File: src/rtl/omni_act_injector.sv
// Edge-of-array activation injector: accepts ROWS-wide beats, applies systolic row skew
// and steers each lane onto the left- or right-facing bus. Optional stats: OMNI_INJ_STATS_EN.

module omni_inj_lane #(
    parameter int A_W   = 16,
    parameter int DEPTH = 1
) (
    input  logic           clk,
    input  logic           rst,
    input  logic           ld_vld,
    input  logic [A_W-1:0] ld_dat,
    output logic           vld,
    output logic [A_W-1:0] dat
);
    logic [DEPTH-1:0]          v;
    logic [DEPTH-1:0][A_W-1:0] d;

    // Shifts unconditionally; idle cycles carry zeroed bubbles so lane skew never drifts.
    always_ff @(posedge clk) begin
        if (rst) begin
            v <= '0;
            d <= '0;
        end else begin
            v[0] <= ld_vld;
            d[0] <= ld_dat;
            for (int k = 1; k < DEPTH; k++) begin
                v[k] <= v[k-1];
                d[k] <= d[k-1];
            end
        end
    end

    assign vld = v[DEPTH-1];
    assign dat = d[DEPTH-1];
endmodule

module omni_act_injector #(
    parameter int A_W   = 16,
    parameter int ROWS  = 4,
    parameter int LEN_W = 8
) (
    input  logic                clk,
    input  logic                rst,
    input  logic                start,
    input  logic                dir,
    input  logic [LEN_W-1:0]    len,
    input  logic                in_valid,
    output logic                in_ready,
    input  logic [ROWS*A_W-1:0] in_act,
    output logic [ROWS*A_W-1:0] out_act_lft,
    output logic [ROWS*A_W-1:0] out_act_rht,
    output logic [ROWS-1:0]     out_valid,
    output logic                busy,
    output logic                done
`ifdef OMNI_INJ_STATS_EN
    ,
    output logic [15:0]         stall_cnt
`endif
);
    localparam int DR_W = (ROWS > 1) ? $clog2(ROWS) : 1;

    typedef enum logic [1:0] {IDLE, STREAM, DRAIN, DONE} state_t;

    state_t                    state;
    logic                      dir_q;
    logic [LEN_W-1:0]          len_q;
    logic [LEN_W-1:0]          beat_cnt;
    logic [DR_W-1:0]           drain_cnt;
    logic                      busy_q;
    logic                      done_q;
    logic                      accept;
    logic [ROWS-1:0]           lane_vld;
    logic [ROWS-1:0][A_W-1:0]  lane_dat;

    assign in_ready = (state == STREAM);
    assign accept   = in_ready & in_valid;
    assign busy     = busy_q;
    assign done     = done_q;

    always_ff @(posedge clk) begin
        if (rst) begin
            state     <= IDLE;
            dir_q     <= 1'b0;
            len_q     <= '0;
            beat_cnt  <= '0;
            drain_cnt <= '0;
            busy_q    <= 1'b0;
            done_q    <= 1'b0;
        end else begin
            done_q <= 1'b0;
            unique case (state)
                IDLE: begin
                    if (start) begin
                        busy_q <= 1'b1;
                        if (len != '0) begin
                            dir_q    <= dir;
                            len_q    <= len;
                            beat_cnt <= '0;
                            state    <= STREAM;
                        end else begin
                            state  <= DONE;
                            done_q <= 1'b1;
                        end
                    end
                end
                STREAM: begin
                    if (accept) begin
                        beat_cnt <= beat_cnt + LEN_W'(1);
                        if (beat_cnt == len_q - LEN_W'(1)) begin
                            state     <= DRAIN;
                            drain_cnt <= '0;
                        end
                    end
                end
                DRAIN: begin
                    // ROWS cycles lets the deepest lane empty before done.
                    if (drain_cnt == DR_W'(ROWS - 1)) begin
                        state  <= DONE;
                        done_q <= 1'b1;
                    end else begin
                        drain_cnt <= drain_cnt + DR_W'(1);
                    end
                end
                DONE: begin
                    state  <= IDLE;
                    busy_q <= 1'b0;
                end
                default: begin
                    state  <= IDLE;
                    busy_q <= 1'b0;
                end
            endcase
        end
    end

    for (genvar r = 0; r < ROWS; r++) begin : g_lane
        omni_inj_lane #(.A_W(A_W), .DEPTH(r + 1)) u_lane (
            .clk    (clk),
            .rst    (rst),
            .ld_vld (accept),
            .ld_dat (accept ? in_act[r*A_W +: A_W] : '0),
            .vld    (lane_vld[r]),
            .dat    (lane_dat[r])
        );
        assign out_valid[r]             = lane_vld[r];
        assign out_act_lft[r*A_W +: A_W] = (lane_vld[r] && !dir_q) ? lane_dat[r] : '0;
        assign out_act_rht[r*A_W +: A_W] = (lane_vld[r] &&  dir_q) ? lane_dat[r] : '0;
    end

`ifdef OMNI_INJ_STATS_EN
    always_ff @(posedge clk) begin
        if (rst)
            stall_cnt <= '0;
        else if (state == IDLE && start)
            stall_cnt <= '0;
        else if (state == STREAM && !in_valid && stall_cnt != 16'hFFFF)
            stall_cnt <= stall_cnt + 16'd1;
    end
`endif
endmodule

File: config.mk
export PLATFORM = sky130hd
export DESIGN_NAME = omni_act_injector
export DESIGN_NICKNAME = d
export VERILOG_FILES = /design/src/rtl/omni_act_injector.sv
export SDC_FILE = /design/constraint.sdc
export NUM_CORES = 1
export LEC_CHECK = 0
export CORE_ASPECT_RATIO = 0.75
export CORE_UTILIZATION = 42
export DETAILED_ROUTE_END_ITERATION = 6
export GPL_ROUTABILITY_DRIVEN = 0
export GPL_TIMING_DRIVEN = 0
export PLACE_DENSITY = 0.86
export SYNTH_ARGS = -nofsm -noshare
export SYNTH_HDL_FRONTEND = slang
export SYNTH_SLANG_ARGS = --single-unit
File: constraint.sdc
create_clock -name clk -period 2.01 [get_ports clk]
set_input_delay 0.5025 -clock clk [delete_from_list [all_inputs] [get_ports clk]]
set_output_delay 0.5025 -clock clk [all_outputs]
set_load 0.005 [all_outputs]
==> metrics.txt, run 1 <==
# TYPE chip_impl_metric gauge
chip_impl_info{name="root_buffer",value="clkbuf_16"} 1
chip_impl_info{name="critPathLaunchType",value="flop"} 1
chip_impl_metric{name="final_hold_viol_count",unit=""} 0
chip_impl_metric{name="antennaDiodeCount",unit=""} 0
chip_impl_metric{name="detail_route.wl_per_cell",unit="um"} 16.93
chip_impl_metric{name="clock_transition_at_the_register_clock_pins_on_the_worst_setup_and_hold_paths_after_cts",unit="ps"} 80
chip_impl_metric{name="antenna_violating_nets_post_route",unit=""} 0
chip_impl_info{name="cts_tree",value="done"} 1
chip_impl_metric{name="share_seq_of_total_power",unit=""} 0.443
chip_impl_metric{name="layout.filler_cells",unit=""} 1086
chip_impl_metric{name="floorplan.die.height",unit="um"} 111.3
chip_impl_metric{name="detail_route.wirelength.met1",unit="um"} 8018
chip_impl_metric{name="max_freq",unit="MHz"} 459.9
chip_impl_metric{name="maxCapViolations",unit=""} 0
chip_impl_metric{name="antenna_found_initial",unit=""} 0
chip_impl_metric{name="p_int",unit="W"} 0.006647
chip_impl_metric{name="pwr_density_cell",unit="nW/um^2"} 832.8
chip_impl_metric{name="fin_crit",unit="ps"} 2175
chip_impl_metric{name="yosysWarningCount",unit=""} 0
chip_impl_metric{name="dp_hpwl",unit="um"} 12770
chip_impl_metric{name="wl_met2",unit="um"} 9655
chip_impl_metric{name="critPathRequiredTime",unit="ps"} 2310
chip_impl_metric{name="cts_buffers",unit=""} 17
chip_impl_metric{name="die-width",unit="um"} 147.8
chip_impl_metric{name="htreeDepth",unit=""} 4
chip_impl_metric{name="layout-area-overhead-vs-synth",unit="%"} 63.41
chip_impl_metric{name="worst-r2r-cell-count",unit=""} 8
chip_impl_metric{name="synth-async-reset-ratio",unit=""} 0
chip_impl_metric{name="wl_met3",unit="um"} 1587
chip_impl_metric{name="synth_edf_count",unit=""} 0
chip_impl_metric{name="ir_drop",unit="mV"} 0.5033
chip_impl_info{name="timing_worst_setup_path_type",value="reg -> reg"} 1
chip_impl_info{name="most-common-layout-cells",value="dfxtp_1 (176), buf_6 (117), nor2b_1 (99), and2_1 (80), clkdlybuf4s50_1 (79)"} 1
chip_impl_metric{name="global_route.overflow_total",unit=""} 0
chip_impl_metric{name="worst_path_setup_slack_after_routing",unit="ps"} -164.6
chip_impl_metric{name="setup_tns",unit="ps"} -4580
chip_impl_metric{name="number_of_buffers_between_clock_root_and_the_deepest_sink",unit=""} 2
chip_impl_info{name="mostFrequentLayoutCell",value="dfxtp_1"} 1
chip_impl_metric{name="timing.critical_path.arrival",unit="ps"} 2480
chip_impl_metric{name="postPlaceCellArea",unit="um^2"} 9071
chip_impl_info{name="grt_setup_unrepaired",value="yes"} 1
chip_impl_metric{name="post_synth.cell_area_avg",unit="um^2"} 10.09
chip_impl_metric{name="sw_frac_of_total",unit=""} 0.2702
chip_impl_metric{name="drt-vias-per-instance",unit=""} 4.780
chip_impl_metric{name="power_switching",unit="W"} 0.002461
chip_impl_metric{name="syn-cell-area",unit="um^2"} 6693
chip_impl_metric{name="final_layout_size_suffix_gt1_frac",unit=""} 0.3857
chip_impl_metric{name="drt_iter0_markers",unit=""} 177
chip_impl_info{name="hold_class",value="reg -> reg"} 1
chip_impl_metric{name="holdPathStages",unit=""} 1
chip_impl_metric{name="insertion_delay",unit="ps"} 430
chip_impl_metric{name="postSynthNetCount",unit=""} 747
chip_impl_metric{name="path_max_fanout",unit=""} 5
chip_impl_metric{name="starting_density_of_the_core",unit=""} 0.4340
chip_impl_metric{name="detail_route.drc_violations",unit=""} 0
chip_impl_metric{name="r2r_slack",unit="ps"} -160
chip_impl_metric{name="core_area",unit="um^2"} 15420
chip_impl_metric{name="1st_pass_router_iterations",unit=""} 4
chip_impl_metric{name="fin_nets",unit=""} 1038
chip_impl_metric{name="synth_sequential_area_ratio",unit=""} 0.5594
chip_impl_metric{name="comb_power_share",unit=""} 0.194
chip_impl_metric{name="synth.ff_latch_count",unit=""} 187
chip_impl_metric{name="largest_net_degree_at_the_start_of_global_routing",unit=""} 19
chip_impl_metric{name="final-setup-viol-count",unit=""} 80
chip_impl_info{name="run_status",value="finished with violations"} 1
chip_impl_info{name="failed_checks",value="setup timing"} 1
chip_impl_metric{name="port_buffer_count",unit=""} 211
chip_impl_metric{name="final.setup_skew",unit="ps"} 11.33
chip_impl_metric{name="first_pass_grt_wire_length",unit="um"} 29680
chip_impl_metric{name="timing_worst_slew_pin_value",unit="ps"} 566.0
chip_impl_metric{name="floorplan.io_pins",unit=""} 212
chip_impl_metric{name="syn-instance-count",unit=""} 663
chip_impl_metric{name="clock_sinks",unit=""} 187
chip_impl_metric{name="p_clk_frac",unit=""} 0.363
chip_impl_info{name="synth_top_flop_cell",value="dfxtp_1"} 1
chip_impl_info{name="routed.top_layer",value="met4"} 1
chip_impl_metric{name="vias_in_the_first_global_route",unit=""} 5708
chip_impl_metric{name="yosys.cell_types.count",unit=""} 43
chip_impl_metric{name="routed_wl",unit="um"} 19840
chip_impl_metric{name="post-route-period-util",unit=""} 1.082
chip_impl_metric{name="cts_hold_repair_buffers",unit=""} 0
chip_impl_metric{name="max-slew-margin-rel",unit=""} 0.6226
chip_impl_metric{name="final_design_area_excluding_fillers",unit="um^2"} 10940
chip_impl_metric{name="p_leak",unit="nW"} 4.838
chip_impl_metric{name="pre_cts_worst_setup_slack",unit="ps"} -751.0
chip_impl_metric{name="globalRouteTotalUtil",unit=""} 0.2389
chip_impl_metric{name="die_area",unit="um^2"} 16450
chip_impl_metric{name="finalMaxSlewViolations",unit=""} 0
chip_impl_metric{name="fp-row-count",unit=""} 39
chip_impl_metric{name="vias",unit=""} 5602
chip_impl_info{name="cp-end-kind",value="flop"} 1
==> path summary, 6_finish.rpt <==
kind                                  endpoint                         startpoint
max reg2reg              state[1]$_SDFFE_PP0P_              len_q[1]$_SDFFE_PP0P_
min          g_lane[3].u_lane.d[29]$_SDFF_PP0_  g_lane[3].u_lane.d[13]$_SDFF_PP0_
min reg2reg  g_lane[3].u_lane.d[29]$_SDFF_PP0_  g_lane[3].u_lane.d[13]$_SDFF_PP0_
max                      state[1]$_SDFFE_PP0P_              len_q[1]$_SDFFE_PP0P_
==> area by class of cell <==
class                      count  area, um^2  area share
clock inverter                14       160.2     0.01464
clock buffer                  18       439.2     0.04016
inverter                       8       35.03    0.003203
timing repair buffer         277        2736      0.2502
multi-input combinational    426        3213      0.2938
sequential                   187        3775      0.3452
buffer                        37       321.6     0.02940
tap                          205       256.5     0.02345
==> per-stage QoR <==
stage / utilization / std cells / hold slack [ps] / power (W)
after CTS: 0.6872 / 1177 / 430.9 / 0.008927
after detailed placement: 0.5883 / 1079 / 421.2 / 0.005201
after global placement: 0.5883 / 1079 / 416.1 / 0.005152
after floorplan: - / 663 / 413.8 / 0.004752
final: 0.7093 / 1172 / 431.0 / 0.009108
after global routing: 0.7093 / 1172 / 452.2 / 0.009467
==> cell usage after synthesis (all sizes together), types with 7 or more instances <==
cell,count,area share
and2,131,0.12
and3,68,0.064
clkbuf,36,0.020
dfxtp,187,0.56
ha,7,0.013
inv,8,0.0045
mux2i,9,0.013
nand2,14,0.0079
nor2,27,0.016
nor2b,103,0.096
xor2,8,0.010
==> power by group through the flow <==
stage | Clock, W | Combinational (W) | Sequential (W)
after floorplan | 0 | 0.000702 | 0.00405
after global placement | 0 | 0.00107 | 0.00408
after detailed placement | 0 | 0.00111 | 0.00409
after CTS | 0.00335 | 0.00156 | 0.00402
after global routing | 0.00353 | 0.00189 | 0.00405
final | 0.00330 | 0.00177 | 0.00403
==> cell families after synthesis <==
| group | after synthesis | share of synthesized area |
|---|---|---|
| multiplexers | 10 | 0.01514 |
| flip-flops | 187 | 0.5594 |
| AO/OA/AOI/OAI | 28 | 0.03384 |
| XOR/XNOR | 14 | 0.01832 |
| AND/OR/NAND/NOR | 367 | 0.3292 |
| buffers and inverters | 50 | 0.03103 |
| adder cells (fa/ha/maj) | 7 | 0.01309 |
==> per-layer routing <==
| metal | GRT usage | vias up |
|---|---|---|
| met4 | 0.09828 | 0 |
| met1 | 0.2842 | 2615 |
| li1 | - | 2723 |
| met3 | 0.06914 | 41 |
| met2 | 0.4035 | 223 |
| met5 | 0 | - |
==> flip-flops by register name, summed over array words and instances (netlist names) <==
name,flops
busy,1
drain_cnt,2
done,1
len_q,8
g_lane.u_lane.dat,64
beat_cnt,8
g_lane.u_lane.d,96
state,2
dir_q,1
g_lane.u_lane.v,4
==> worst max-delay path, cell delays in order, from the launching register on <==
cell       delay (ps)
dfxtp_4           360
inv_2              40
ha_4              170
o21bai_4          170
a2111oi_4         300
a311oi_2          100
a211oi_2          370
o221ai_2          200
mux2_4            340
==> timing repair <==
item                       in CTS  in global routing
resized for setup             681                141
setup endpoints to repair     143                172
hold endpoints to repair        0                  0
pin swaps                      42                 24
setup buffers                  59                  9
gates cloned                    7                  0
Note: power is estimated with default switching activity, not from simulation.
==> run 2, diff against run 1 <==
--- a/config.mk
+++ b/config.mk
@@ -5,12 +5,15 @@
 export SDC_FILE = /design/constraint.sdc
 export NUM_CORES = 1
 export LEC_CHECK = 0
+export CELL_PAD_IN_SITES_DETAIL_PLACEMENT = 0
+export CELL_PAD_IN_SITES_GLOBAL_PLACEMENT = 2
 export CORE_ASPECT_RATIO = 0.75
-export CORE_UTILIZATION = 42
+export CORE_UTILIZATION = 25
 export DETAILED_ROUTE_END_ITERATION = 6
 export GPL_ROUTABILITY_DRIVEN = 0
 export GPL_TIMING_DRIVEN = 0
-export PLACE_DENSITY = 0.86
+export PLACE_DENSITY = 0.85
 export SYNTH_ARGS = -nofsm -noshare
 export SYNTH_HDL_FRONTEND = slang
 export SYNTH_SLANG_ARGS = --single-unit
+export TNS_END_PERCENT = 100
==> run 2 against run 1 <==
Against the previous run:
- the flow still finishes with violations (setup timing)
- first-iteration DRC count grew 28%
- final area up 3.9%
- combinational power hardly changed
- flip-flop and latch count did not move
- die area grew 67%
- critical endpoint is now out_act_rht[21]
- final cell count increased by 13%
- count of clock-buffer cells in the layout is 1 lower
- core utilization decreased by 27 points
==> metrics.txt, run 2 (synthesized netlist as in run 1, its figures left out) <==
# TYPE chip_impl_metric gauge
chip_impl_info{name="run_status",value="finished with violations"} 1
chip_impl_info{name="failed_checks",value="setup timing"} 1
chip_impl_metric{name="fin_nets",unit=""} 1050
chip_impl_metric{name="fin_hold_ws",unit="ps"} 431.7
chip_impl_metric{name="fp-row-count",unit=""} 51
chip_impl_info{name="hold_class",value="reg -> reg"} 1
chip_impl_info{name="slowest_stage",value="dfxtp_4"} 1
chip_impl_metric{name="path_max_fanout",unit=""} 7
chip_impl_metric{name="port_buffer_count",unit=""} 211
chip_impl_metric{name="clock_sinks",unit=""} 187
chip_impl_metric{name="max-slew-margin-rel",unit=""} 0.5550
chip_impl_metric{name="max_freq",unit="MHz"} 452.9
chip_impl_metric{name="fin_crit",unit="ps"} 2208
chip_impl_metric{name="global_route.overflow_total",unit=""} 0
chip_impl_info{name="critPathLaunchType",value="flop"} 1
chip_impl_metric{name="floorplan.io_pins",unit=""} 212
chip_impl_metric{name="final_layout_size_suffix_gt1_frac",unit=""} 0.3953
chip_impl_metric{name="layout-area-overhead-vs-synth",unit="%"} 69.85
chip_impl_metric{name="htreeDepth",unit=""} 4
chip_impl_metric{name="largest_net_degree_at_the_start_of_global_routing",unit=""} 22
chip_impl_metric{name="antenna_violating_nets_post_route",unit=""} 0
chip_impl_metric{name="insertion_delay",unit="ps"} 440
chip_impl_metric{name="die-width",unit="um"} 190.9
chip_impl_metric{name="floorplan.die.height",unit="um"} 143.7
chip_impl_info{name="root_buffer",value="clkbuf_16"} 1
chip_impl_metric{name="core_area",unit="um^2"} 26100
chip_impl_metric{name="final-setup-viol-count",unit=""} 107
chip_impl_metric{name="cts_buffers",unit=""} 17
chip_impl_metric{name="timing.critical_path.arrival",unit="ps"} 1710
chip_impl_metric{name="first_pass_grt_wire_length",unit="um"} 30290
chip_impl_metric{name="clock_transition_at_the_register_clock_pins_on_the_worst_setup_and_hold_paths_after_cts",unit="ps"} 80
chip_impl_info{name="largest-register",value="g_lane.u_lane.d"} 1
chip_impl_metric{name="vias_in_the_first_global_route",unit=""} 5293
chip_impl_metric{name="timing.critical_path.slowest_cell_delay",unit="ps"} 450
chip_impl_metric{name="number_of_buffers_between_clock_root_and_the_deepest_sink",unit=""} 2
chip_impl_metric{name="cts_hold_repair_buffers",unit=""} 0
chip_impl_metric{name="post-route-period-util",unit=""} 1.098
chip_impl_metric{name="final.setup_skew",unit="ps"} 7.227
chip_impl_info{name="mostFrequentLayoutCell",value="dfxtp_1"} 1
chip_impl_metric{name="drt_iter0_markers",unit=""} 227
chip_impl_metric{name="1st_pass_router_iterations",unit=""} 4
chip_impl_metric{name="antenna_found_initial",unit=""} 2
chip_impl_metric{name="finalMaxSlewViolations",unit=""} 0
chip_impl_metric{name="p_leak",unit="nW"} 4.953
chip_impl_metric{name="worst_path_setup_slack_after_routing",unit="ps"} -197.9
chip_impl_metric{name="largest_register_ff_count",unit=""} 96
chip_impl_metric{name="dp_hpwl",unit="um"} 13920
chip_impl_metric{name="globalRouteTotalUtil",unit=""} 0.1487
chip_impl_metric{name="detail_route.wl_per_cell",unit="um"} 15.32
chip_impl_metric{name="detail_route.drc_violations",unit=""} 0
chip_impl_metric{name="critPathRequiredTime",unit="ps"} 1510
chip_impl_metric{name="total_power",unit="W"} 0.009240
chip_impl_metric{name="maxCapViolations",unit=""} 0
chip_impl_metric{name="fin_util",unit=""} 0.4355
chip_impl_info{name="most-common-layout-cells",value="dfxtp_1 (175), buf_6 (130), nor2b_1 (99), clkdlybuf4s50_1 (79), and2_1 (74)"} 1
chip_impl_metric{name="drt-vias-per-instance",unit=""} 4.065
chip_impl_info{name="crit_path_cell_trace",value="clkbuf_16 > clkbuf_16 > buf_8 > buf_6 > and3_4 > buf_6"} 1
chip_impl_metric{name="vias",unit=""} 5382
chip_impl_metric{name="die_area",unit="um^2"} 27440
chip_impl_metric{name="r2r_slack",unit="ps"} -160
chip_impl_metric{name="layout.filler_cells",unit=""} 2455
chip_impl_metric{name="pre_cts_worst_setup_slack",unit="ps"} -912.3
chip_impl_info{name="grt_setup_unrepaired",value="yes"} 1
chip_impl_info{name="timing_worst_setup_path_type",value="reg -> out"} 1
chip_impl_metric{name="timing_worst_slew_pin_value",unit="ps"} 667.5
chip_impl_info{name="cp-end-kind",value="output port"} 1
chip_impl_metric{name="final_hold_viol_count",unit=""} 0
chip_impl_metric{name="pwr_density_cell",unit="nW/um^2"} 812.9
chip_impl_metric{name="routed_wl",unit="um"} 20290
chip_impl_metric{name="starting_density_of_the_core",unit=""} 0.2564
chip_impl_metric{name="ir_drop",unit="mV"} 0.5746
chip_impl_info{name="cts_tree",value="done"} 1
-- run 2: area by class of cell --
cell class,instances,area [um^2],area share
Sequential cell,187,3774,0.3320
Multi-Input combinational cell,426,3243,0.2853
Timing Repair Buffer,288,2930,0.2578
Tap cell,344,430.4,0.03786
Clock buffer,17,425.4,0.03742
Buffer,38,342.8,0.03016
Clock inverter,15,186.4,0.01640
Inverter,8,32.53,0.002862
Antenna cell,1,2.502,0.0002201
-- run 2: routing by layer --
metal  vias to the layer above  wire length [um]  GRT usage
li1                       2754                 -          -
met2                       138              8989     0.2225
met1                      2472              9714     0.1986
met5                         -                12          0
met3                        16              1326    0.05275
met4                         2               244    0.04547
-- run 2: worst paths after layout --
path / from / endpoint / depth (start not counted)
max: dir_q$_SDFFE_PP0P_ / out_act_rht[21] / 6
min: g_lane[2].u_lane.d[4]$_SDFF_PP0_ / g_lane[2].u_lane.d[20]$_SDFF_PP0_ / 1
max reg2reg: len_q[3]$_SDFFE_PP0P_ / state[1]$_SDFFE_PP0P_ / 7
min reg2reg: g_lane[2].u_lane.d[4]$_SDFF_PP0_ / g_lane[2].u_lane.d[20]$_SDFF_PP0_ / 1
-- run 2: metrics by stage --
stage          cell area (um^2)  TNS [ps]  instances
6_report                  11370    -10500       1324
5_1_grt                   11360    -18590       1323
4_1_cts                   10780    -13920       1310
3_5_place_dp               9245   -123760       1218
3_3_place_gp               9245   -126410       1218
2_1_floorplan              6703         0        663
-- run 2: timing repair --
action	CTS	global route
setup endpoints to repair	175	146
cloned	6	0
pin swaps	53	23
resized for setup	717	123
buffers inserted	56	24
-- run 2: worst max-delay path, delay by kind of cell, from the launching register on --
kind | cells | cell delay, ps
buf+inv | 5 | 650
flops | 1 | 450
simple gates | 1 | 170
-- run 2: where the power goes --
part | internal, W | switching [W] | total (W) | leakage (nW)
registers | 0.00389 | 0.000132 | 0.00403 | 1.52
clock network | 0.00171 | 0.00172 | 0.00342 | 0.298
logic | 0.000991 | 0.000801 | 0.00179 | 3.14
total | 0.00659 | 0.00265 | 0.00924 | 4.95
==> run 3, diff against run 2 <==
--- a/config.mk
+++ b/config.mk
@@ -8,6 +8,7 @@
 export CELL_PAD_IN_SITES_DETAIL_PLACEMENT = 0
 export CELL_PAD_IN_SITES_GLOBAL_PLACEMENT = 2
 export CORE_ASPECT_RATIO = 0.75
+export CORE_MARGIN = 5
 export CORE_UTILIZATION = 25
 export DETAILED_ROUTE_END_ITERATION = 6
 export GPL_ROUTABILITY_DRIVEN = 0
==> run 3 against run 2 <==
Against the previous run:
- the run still ends with setup timing left
- maximum frequency increased by 2.5%
- highest routed layer is now met4
- die area up 10%
- sequential power is essentially flat
- hold slack worse by 1.6 ps
- final cell count is 0.15% higher
- total power shrank 0.39%
- clock skew is 3.0 ps higher
- core utilization increased by 0.17 points
- via count down 0.78%
- final area grew 0.63%
- setup slack better by 53 ps
- largest power group unchanged
- routed wire length increased by 5.1%
- critical endpoint is now out_act_rht[30]
==> metrics.txt, run 3 (synthesized netlist as in run 1, its figures left out) <==
# TYPE chip_impl_metric gauge
chip_impl_info{name="run_status",value="finished with violations"} 1
chip_impl_info{name="failed_checks",value="setup timing"} 1
chip_impl_metric{name="largest_register_ff_count",unit=""} 96
chip_impl_metric{name="timing_worst_slew_pin_value",unit="ps"} 637.0
chip_impl_metric{name="htreeDepth",unit=""} 4
chip_impl_metric{name="final-setup-viol-count",unit=""} 96
chip_impl_metric{name="detail_route.drc_violations",unit=""} 0
chip_impl_metric{name="fin_crit",unit="ps"} 2155
chip_impl_metric{name="layout.area.seq",unit="um^2"} 3784
chip_impl_metric{name="clock_sinks",unit=""} 187
chip_impl_info{name="timing_worst_setup_path_type",value="reg -> out"} 1
chip_impl_metric{name="final_hold_viol_count",unit=""} 0
chip_impl_metric{name="insertion_delay",unit="ps"} 430
chip_impl_info{name="largest-register",value="g_lane.u_lane.d"} 1
chip_impl_metric{name="antenna_violating_nets_post_route",unit=""} 0
chip_impl_metric{name="largest_net_degree_at_the_start_of_global_routing",unit=""} 22
chip_impl_metric{name="clock_transition_at_the_register_clock_pins_on_the_worst_setup_and_hold_paths_after_cts",unit="ps"} 80
chip_impl_metric{name="detail_route.wl_per_cell",unit="um"} 16.07
chip_impl_metric{name="drt-vias-per-instance",unit=""} 4.027
chip_impl_info{name="cp-end-kind",value="output port"} 1
chip_impl_metric{name="vias_in_the_first_global_route",unit=""} 5529
chip_impl_metric{name="worst-r2r-cell-count",unit=""} 7
chip_impl_metric{name="floorplan.die.height",unit="um"} 151.7
chip_impl_metric{name="r2r_slack",unit="ps"} -80
chip_impl_info{name="mostFrequentLayoutCell",value="dfxtp_1"} 1
chip_impl_metric{name="fin_nets",unit=""} 1052
chip_impl_metric{name="finalMaxSlewViolations",unit=""} 0
chip_impl_metric{name="holdPathStages",unit=""} 1
chip_impl_metric{name="max_freq",unit="MHz"} 464.0
chip_impl_metric{name="setup_tns",unit="ps"} -6399
chip_impl_info{name="cts_tree",value="done"} 1
chip_impl_metric{name="layout-area-overhead-vs-synth",unit="%"} 70.91
chip_impl_metric{name="drt_iter0_markers",unit=""} 155
chip_impl_info{name="root_buffer",value="clkbuf_16"} 1
chip_impl_metric{name="die-width",unit="um"} 198.9
chip_impl_metric{name="floorplan.io_pins",unit=""} 212
chip_impl_metric{name="1st_pass_router_iterations",unit=""} 4
chip_impl_metric{name="multi_input_area",unit="um^2"} 3223
chip_impl_metric{name="final_design_area_excluding_fillers",unit="um^2"} 11440
chip_impl_metric{name="ir_drop",unit="mV"} 0.5932
chip_impl_metric{name="p_leak",unit="nW"} 5.005
chip_impl_metric{name="final_layout_size_suffix_gt1_frac",unit=""} 0.3955
chip_impl_metric{name="globalRouteTotalUtil",unit=""} 0.1402
chip_impl_metric{name="path_max_fanout",unit=""} 7
chip_impl_metric{name="critPathRequiredTime",unit="ps"} 1510
chip_impl_info{name="grt_setup_unrepaired",value="yes"} 1
chip_impl_info{name="beginning_of_the_worst_register_to_register_path",value="len_q[5]$_SDFFE_PP0P_"} 1
chip_impl_metric{name="postPlaceCellArea",unit="um^2"} 9245
chip_impl_metric{name="worst_path_setup_slack_after_routing",unit="ps"} -145.0
chip_impl_metric{name="starting_density_of_the_core",unit=""} 0.2558
chip_impl_metric{name="timing.critical_path.arrival",unit="ps"} 1650
chip_impl_info{name="critPathLaunchType",value="flop"} 1
chip_impl_info{name="holdPathEnd",value="g_lane[3].u_lane.d[25]$_SDFF_PP0_"} 1
chip_impl_metric{name="port_buffer_count",unit=""} 211
chip_impl_metric{name="post-route-period-util",unit=""} 1.072
chip_impl_metric{name="cts_buffers",unit=""} 17
chip_impl_metric{name="routed_wl",unit="um"} 21310
chip_impl_metric{name="dp_hpwl",unit="um"} 14710
chip_impl_metric{name="die_area",unit="um^2"} 30180
chip_impl_metric{name="core_area",unit="um^2"} 26160
chip_impl_info{name="most-common-layout-cells",value="dfxtp_1 (175), buf_6 (125), nor2b_1 (99), clkdlybuf4s50_1 (78), and2_1 (68)"} 1
chip_impl_metric{name="first_pass_grt_wire_length",unit="um"} 31800
chip_impl_metric{name="max-slew-margin-rel",unit=""} 0.5753
chip_impl_metric{name="fp-row-count",unit=""} 51
chip_impl_metric{name="vias",unit=""} 5340
chip_impl_info{name="hold_class",value="reg -> reg"} 1
chip_impl_metric{name="final.setup_skew",unit="ps"} 10.25
chip_impl_metric{name="pwr_density_cell",unit="nW/um^2"} 804.6
chip_impl_metric{name="layout.filler_cells",unit=""} 2552
chip_impl_info{name="worst_r2r_endpoint",value="state[1]$_SDFFE_PP0P_"} 1
chip_impl_metric{name="global_route.overflow_total",unit=""} 0
chip_impl_metric{name="number_of_buffers_between_clock_root_and_the_deepest_sink",unit=""} 2
chip_impl_info{name="min-delay-start",value="g_lane[3].u_lane.d[9]$_SDFF_PP0_"} 1
chip_impl_metric{name="maxCapViolations",unit=""} 0
chip_impl_metric{name="antenna_found_initial",unit=""} 1
## run 3: area by class of cell
class,count,share of cell area
clock inverter,15,0.01674
sequential,187,0.3308
tap,344,0.03763
antenna,1,0.0002188
inverter,8,0.002844
multi-input combinational,426,0.2818
timing repair buffer,292,0.2673
clock buffer,17,0.03719
buffer,36,0.02549
## run 3: what timing repair did
action,4_1_cts,5_1_grt
hold endpoints to repair,0,0
hold buffers,0,0
resized for setup,704,138
setup endpoints to repair,184,196
cloned,5,2
buffers inserted,58,20
pin swaps,62,13
## run 3: worst max-delay path by stage
stage | startpoint | end | slack, ps | cells past startpoint
3_3_place_gp | dir_q$_SDFFE_PP0P_ | out_act_rht[24] | -890 | 4
4_1_cts | dir_q$_SDFFE_PP0P_ | out_act_rht[41] | -210 | 5
2_1_floorplan | len_q[0]$_SDFFE_PP0P_ | state[1]$_SDFFE_PP0P_ | 10 | 9
6_report | dir_q$_SDFFE_PP0P_ | out_act_rht[30] | -140 | 6
5_1_grt | dir_q$_SDFFE_PP0P_ | out_act_rht[30] | -230 | 6
3_5_place_dp | dir_q$_SDFFE_PP0P_ | out_act_rht[24] | -900 | 4
## run 3: where the power goes
group          switching [W]  internal, W
sequential          0.000129      0.00390
clock                0.00173      0.00171
combinational       0.000794     0.000942
## run 3: metrics by stage
step | worst slack, ps | hold slack, ps | utilization | power (W) | cells
6_report | -145.0 | 430.0 | 0.4372 | 0.009204 | 1326
2_1_floorplan | 10.20 | 413.8 | - | 0.004752 | 663
4_1_cts | -209.2 | 434.4 | 0.4158 | 0.009110 | 1313
3_5_place_dp | -896.8 | 420.4 | 0.3534 | 0.005234 | 1218
3_3_place_gp | -893.7 | 416.6 | 0.3534 | 0.005226 | 1218
5_1_grt | -234.0 | 451.3 | 0.4372 | 0.009650 | 1326
## run 3: routing by layer
metal  up-vias  GRT usage  wire length (um)
li1       2749          -                 -
met1      2426     0.1848             10010
met2       143     0.2136              9466
met3        22    0.05349              1521
met4         0    0.04375               311
met5         -          0                 0
## run 3: critical path, stage by stage, from the launching register on
cell,delay [ps]
dfxtp_4,440
clkbuf_16,200
clkbuf_16,140
buf_12,100
buf_6,80
and3_4,160
buf_6,90
